**config.mk**
```make
export PLATFORM = sky130hd
export DESIGN_NAME = lm70_spi_responder
export DESIGN_NICKNAME = d
export VERILOG_FILES = /design/src/rtl/lm70_spi_responder.sv
export SDC_FILE = /design/constraint.sdc
export NUM_CORES = 1
export LEC_CHECK = 0
export ABC_CLOCK_PERIOD_IN_PS = 3700
export CAP_MARGIN = 25
export CORE_ASPECT_RATIO = 1.5
export CORE_MARGIN = 2
export CORE_UTILIZATION = 30
export DETAILED_ROUTE_END_ITERATION = 6
export GPL_ROUTABILITY_DRIVEN = 1
export PLACE_DENSITY = 0.53
export SLEW_MARGIN = 10
export SYNTH_ARGS = -nofsm -noshare
export SYNTH_HDL_FRONTEND = slang
export SYNTH_SLANG_ARGS = --single-unit
```
**constraint.sdc**
```tcl
create_clock -name clk -period 3.7 [get_ports clk]
set_input_delay 0.74 -clock clk [delete_from_list [all_inputs] [get_ports clk]]
set_output_delay 0.74 -clock clk [all_outputs]
set_load 0.02 [all_outputs]
```
**src/rtl/lm70_spi_responder.sv**
```systemverilog
// LM70 temperature-sensor SPI responder: serialises a programmable temperature frame on MISO.
// Optional auto-ramp of the temperature is built when LM70_RESP_RAMP_EN is defined.
module lm70_spi_responder #(
  parameter int FRAME_BITS = 16,
  parameter int MIN_BITS   = 8,
  parameter int RESET_TEMP = 25,
  parameter int RAMP_MIN   = -8,
  parameter int RAMP_MAX   = 99
) (
  input  logic       clk,
  input  logic       rst_n,
  input  logic       cs_n,
  input  logic       sck,
  output logic       miso,
  output logic       miso_oe,
  input  logic [7:0] temp_in,
  input  logic       temp_valid,
  output logic       temp_ready,
  input  logic       ramp_mode,
  output logic       frame_done,
  output logic       frame_short,
  output logic       busy
);

  typedef enum logic {IDLE, SHIFT} state_t;

  localparam int             FB    = FRAME_BITS;
  localparam int             PAD   = FRAME_BITS - 16;
  localparam logic [7:0]     RST_T = 8'(RESET_TEMP);
  localparam logic [4:0]     MIN_C = 5'(MIN_BITS);

  state_t          state;
  logic [1:0]      cs_s;
  logic [1:0]      sck_s;
  logic            cs_p;
  logic            sck_p;
  logic [FB-1:0]   shift_reg;
  logic [4:0]      bit_cnt;
  logic [7:0]      temp_cur;
  logic [7:0]      temp_hold;
  logic            pending;

  logic            cs_fall;
  logic            cs_rise;
  logic            sck_rise;
  logic            sck_fall;
  logic            take;
  logic [7:0]      temp_src;
  logic [15:0]     frame16;
  logic [FB-1:0]   frame_load;

  assign cs_fall  = cs_p & ~cs_s[1];
  assign cs_rise  = ~cs_p & cs_s[1];
  assign sck_rise = ~sck_p & sck_s[1];
  assign sck_fall = sck_p & ~sck_s[1];

  assign temp_ready = ~pending;
  assign take       = temp_valid & ~pending;

  // A value still pending at CS fall is the one that goes out in this frame.
  assign temp_src   = pending ? temp_hold : temp_cur;
  assign frame16    = {temp_src[7], temp_src, 2'b00, 3'b111, 2'b00};
  assign frame_load = FB'(frame16) << PAD;

  always_ff @(posedge clk or negedge rst_n) begin
    if (!rst_n) begin
      cs_s  <= 2'b11;
      cs_p  <= 1'b1;
      sck_s <= 2'b00;
      sck_p <= 1'b0;
    end else begin
      cs_s  <= {cs_s[0], cs_n};
      cs_p  <= cs_s[1];
      sck_s <= {sck_s[0], sck};
      sck_p <= sck_s[1];
    end
  end

`ifdef LM70_RESP_RAMP_EN
  localparam logic [7:0] RMIN = 8'(RAMP_MIN);
  localparam logic [7:0] RMAX = 8'(RAMP_MAX);
  logic [7:0] temp_next;
  assign temp_next = (temp_cur == RMAX) ? RMIN : temp_cur + 8'd1;
`else
  logic unused_ramp;
  assign unused_ramp = ^{ramp_mode, 8'(RAMP_MIN), 8'(RAMP_MAX)};
`endif

  always_ff @(posedge clk or negedge rst_n) begin
    if (!rst_n) begin
      state       <= IDLE;
      miso        <= 1'b0;
      miso_oe     <= 1'b0;
      busy        <= 1'b0;
      frame_done  <= 1'b0;
      frame_short <= 1'b0;
      shift_reg   <= '0;
      bit_cnt     <= '0;
      temp_cur    <= RST_T;
      temp_hold   <= RST_T;
      pending     <= 1'b0;
    end else begin
      frame_done  <= 1'b0;
      frame_short <= 1'b0;
      if (take) begin
        temp_hold <= temp_in;
        pending   <= 1'b1;
      end
      unique case (state)
        IDLE: begin
          miso    <= 1'b0;
          miso_oe <= 1'b0;
          busy    <= 1'b0;
          if (pending) begin
            temp_cur <= temp_hold;
            pending  <= 1'b0;
          end
          if (cs_fall) begin
            shift_reg <= frame_load;
            bit_cnt   <= '0;
            state     <= SHIFT;
            miso      <= frame_load[FB-1];
            miso_oe   <= 1'b1;
            busy      <= 1'b1;
          end
        end
        SHIFT: begin
          if (cs_rise) begin
            state   <= IDLE;
            miso    <= 1'b0;
            miso_oe <= 1'b0;
            busy    <= 1'b0;
            if (bit_cnt >= MIN_C) begin
              frame_done <= 1'b1;
`ifdef LM70_RESP_RAMP_EN
              if (ramp_mode && !pending)
                temp_cur <= temp_next;
`endif
            end else begin
              frame_short <= 1'b1;
            end
          end else if (sck_rise) begin
            if (bit_cnt != 5'd31)
              bit_cnt <= bit_cnt + 5'd1;
          end else if (sck_fall) begin
            shift_reg <= shift_reg << 1;
            miso      <= shift_reg[FB-2];
          end
        end
        default: state <= IDLE;
      endcase
    end
  end

endmodule

```
==> impl_metrics.py <==
metrics = {
    "sta": {
        "worst_pin_slew_ps": 973,
        "finClkSkew_ps": 6.82,
        "fin_crit_ps": 2420,
        "maxSlewViolCount": 0,
        "hold_viol_final": 0,
        "post-route-period-util_pct": 65.5,
        "fin_setup_tns_ps": 0,
        "setup-violations-final": 0,
        "max_freq_ghz": 0.413,
        "slew-limit-headroom_pct": 35.2,
        "rsz0062_at_grt": "false",
    },
    "grt": {
        "grtUsageTotal_pct": 9.85,
        "antenna_found_initial": 0,
        "grt_pass1_wl_um": 5840,
        "grt_max_degree": 47,
        "grt_pass1_vias": 1245,
        "gr-total-overflow": 0,
    },
    "clock_network": {
        "clk_path_buf_depth": 2,
        "cts_setup_buffers": 0,
        "clock-sinks": 46,
        "clock-root-buffer": "clkbuf_8",
        "tritoncts": "done",
        "cts_hold_buf": 0,
        "clk_latency_ps": 290,
        "cts_buffers": 5,
        "cts_resized": 0,
        "cts.clk_slew.worst_paths_ps": 80,
        "htreeDepth": 2,
    },
    "critical_path": {
        "arrival_ps": 1680,
        "crit_type": "reg2out",
        "critPathBufInv": 2,
        "startpoint_type": "flip-flop",
        "critPathCaptureType": "output pin",
        "rrSetupSlack_ps": 1540,
        "reg2reg_depth": 3,
        "required_ps": 2960,
        "cp-startpoint": "pending",
        "timing.rr.start": "state",
        "crit_path_cell_trace": "inv_1 -> clkdlybuf4s50_1",
        "cp_top_family": "buffers and inverters",
        "crit_path_max_incr_delay_ps": 670,
        "crit_fanout": 11,
        "critPathSlowestCell": "dfrtp_1",
        "timing.rr.end": "shift_reg[3]",
    },
    "logic_synthesis": {
        "synth-seq-cells": 46,
        "yosysMostFrequentCell": "dfrtp_1",
        "yosys.area.top_type": "dfrtp_1",
        "synth_edf_count": 0,
        "syn_nets": 176,
        "synth_warnings": 0,
        "async_reset_ff_share_pct": 100,
        "ys_seq_area_share_pct": 55.3,
        "synthFlopType": "dfrtp_1",
        "syn-cell-area_mm2": 0.00210,
        "yosys-top-cells-count": "dfrtp_1, mux2_2, nand2_1",
        "syn_area_per_cell_um2": 13.2,
        "synth_top_area_share_pct": 44.1,
        "ys_top_cells_by_area": "dfrtp_1, dfstp_2, mux2_2, mux2i_1, mux2_4",
        "synth_cell_type_count": 38,
        "synthCells": 159,
    },
    "placement": {
        "port_buffers": 18,
        "dp_hpwl_um": 2400,
        "placedCellCount": 248,
        "gp_congestion": 0.734,
    },
    "routing": {
        "via_per_inst": 4.71,
        "route.vias.total": 1211,
        "drtPass1Iterations": 2,
        "drt_iter0_drc": 83,
        "final_antenna_net_count": 0,
        "finalWirelength_um": 3390,
        "post_drt_wl_per_cell_um": 13.2,
        "drc": 0,
    },
    "power_and_ir_drop": {
        "leakage_nw": 1.08,
        "p_per_area_mw_per_mm2": 620,
        "max-vdd-ir-drop_mv": 0.175,
    },
    "layout": {
        "nNetsFinal": 195,
        "area_delta_synth_final_pct": 16.5,
        "n_antenna_cell": 0,
        "fillers": 681,
        "stdcell_count": 257,
        "drive_gt1_share_pct": 30.7,
        "largest_register_ffs": 13,
    },
    "floorplan": {
        "core_area_mm2": 0.00681,
        "die_w_um": 72.3,
        "initial_core_util_pct": 30.9,
        "num_rows": 37,
        "die_h_um": 106,
        "ios": 20,
        "dieArea_mm2": 0.00770,
    },
    "outcome": {
        "status": "finished clean",
    },
    "job": {
        "max_cap_violations": 0,
    },
    "hold_path": {
        "hold_class": "in2async",
    },
}
## through the flow
stage	total power, mW	hold WS [ps]	setup WS, ps	cell area, µm²	utilization [%]
6_report	1.52	291	1280	2450	36.0
5_1_grt	1.62	295	1170	2450	36.0
4_1_cts	1.54	359	1210	2430	35.7
3_5_place_dp	1.19	347	1220	2320	34.1
3_3_place_gp	1.18	335	1240	2320	34.1
2_1_floorplan	1.09	331	1860	2100	-
## logic make-up after synthesis
group / after synthesis / share of synthesized area, %
buffers and inverters: 15 / 4.11
and+or+nand+nor: 38 / 10.8
AOI/OAI and AO/OA: 19 / 7.15
muxes: 38 / 20.8
DFF: 46 / 55.3
adders and majority gates: 3 / 1.79
## final cells by class
type | instances | area (µm²) | share of cell area, %
Clock buffer | 8 | 110 | 4.50
Inverter | 8 | 30.0 | 1.23
Timing Repair Buffer | 19 | 195 | 7.98
Tap cell | 78 | 97.6 | 3.99
Multi-Input combinational cell | 98 | 852 | 34.8
Sequential cell | 46 | 1160 | 47.5
## report_power, final
part	switching (mW)	leakage [nW]	internal [mW]
logic	0.136	0.475	0.236
registers	0.116	0.546	0.681
clock network	0.160	0.0575	0.189
total	0.412	1.08	1.11
## worst max path at each step
stage | endpoint | cells past startpoint
6_report | temp_ready | 2
5_1_grt | temp_ready | 2
3_3_place_gp | temp_hold[1] | 3
4_1_cts | temp_ready | 2
3_5_place_dp | temp_hold[5] | 3
2_1_floorplan | bit_cnt[2] | 6
## layout by cell type (no fill, tap or decap), types with 4 or more instances in the layout
cell type,instances
nand2_1,12
o21ai_0,8
clkdlybuf4s50_1,17
nand3_1,4
mux2_2,21
inv_1,8
dfstp_2,9
clkbuf_8,8
mux2_4,6
dfrtp_1,37
mux2i_1,11
## worst reg2reg max path, stage by stage, from the launching register on
cell and delay (ps):
dfrtp_1 990, nor3b_4 150, a31oi_4 510, mux2_2 400
## layer usage
layer,up-vias,wire length (µm),track usage (%)
met3,5,86,2.27
li1,590,-,-
met4,0,70,4.45
met2,16,1800,16.4
met5,-,0,0
met1,600,1430,11.9
Note: power is estimated with default switching activity, not from simulation.
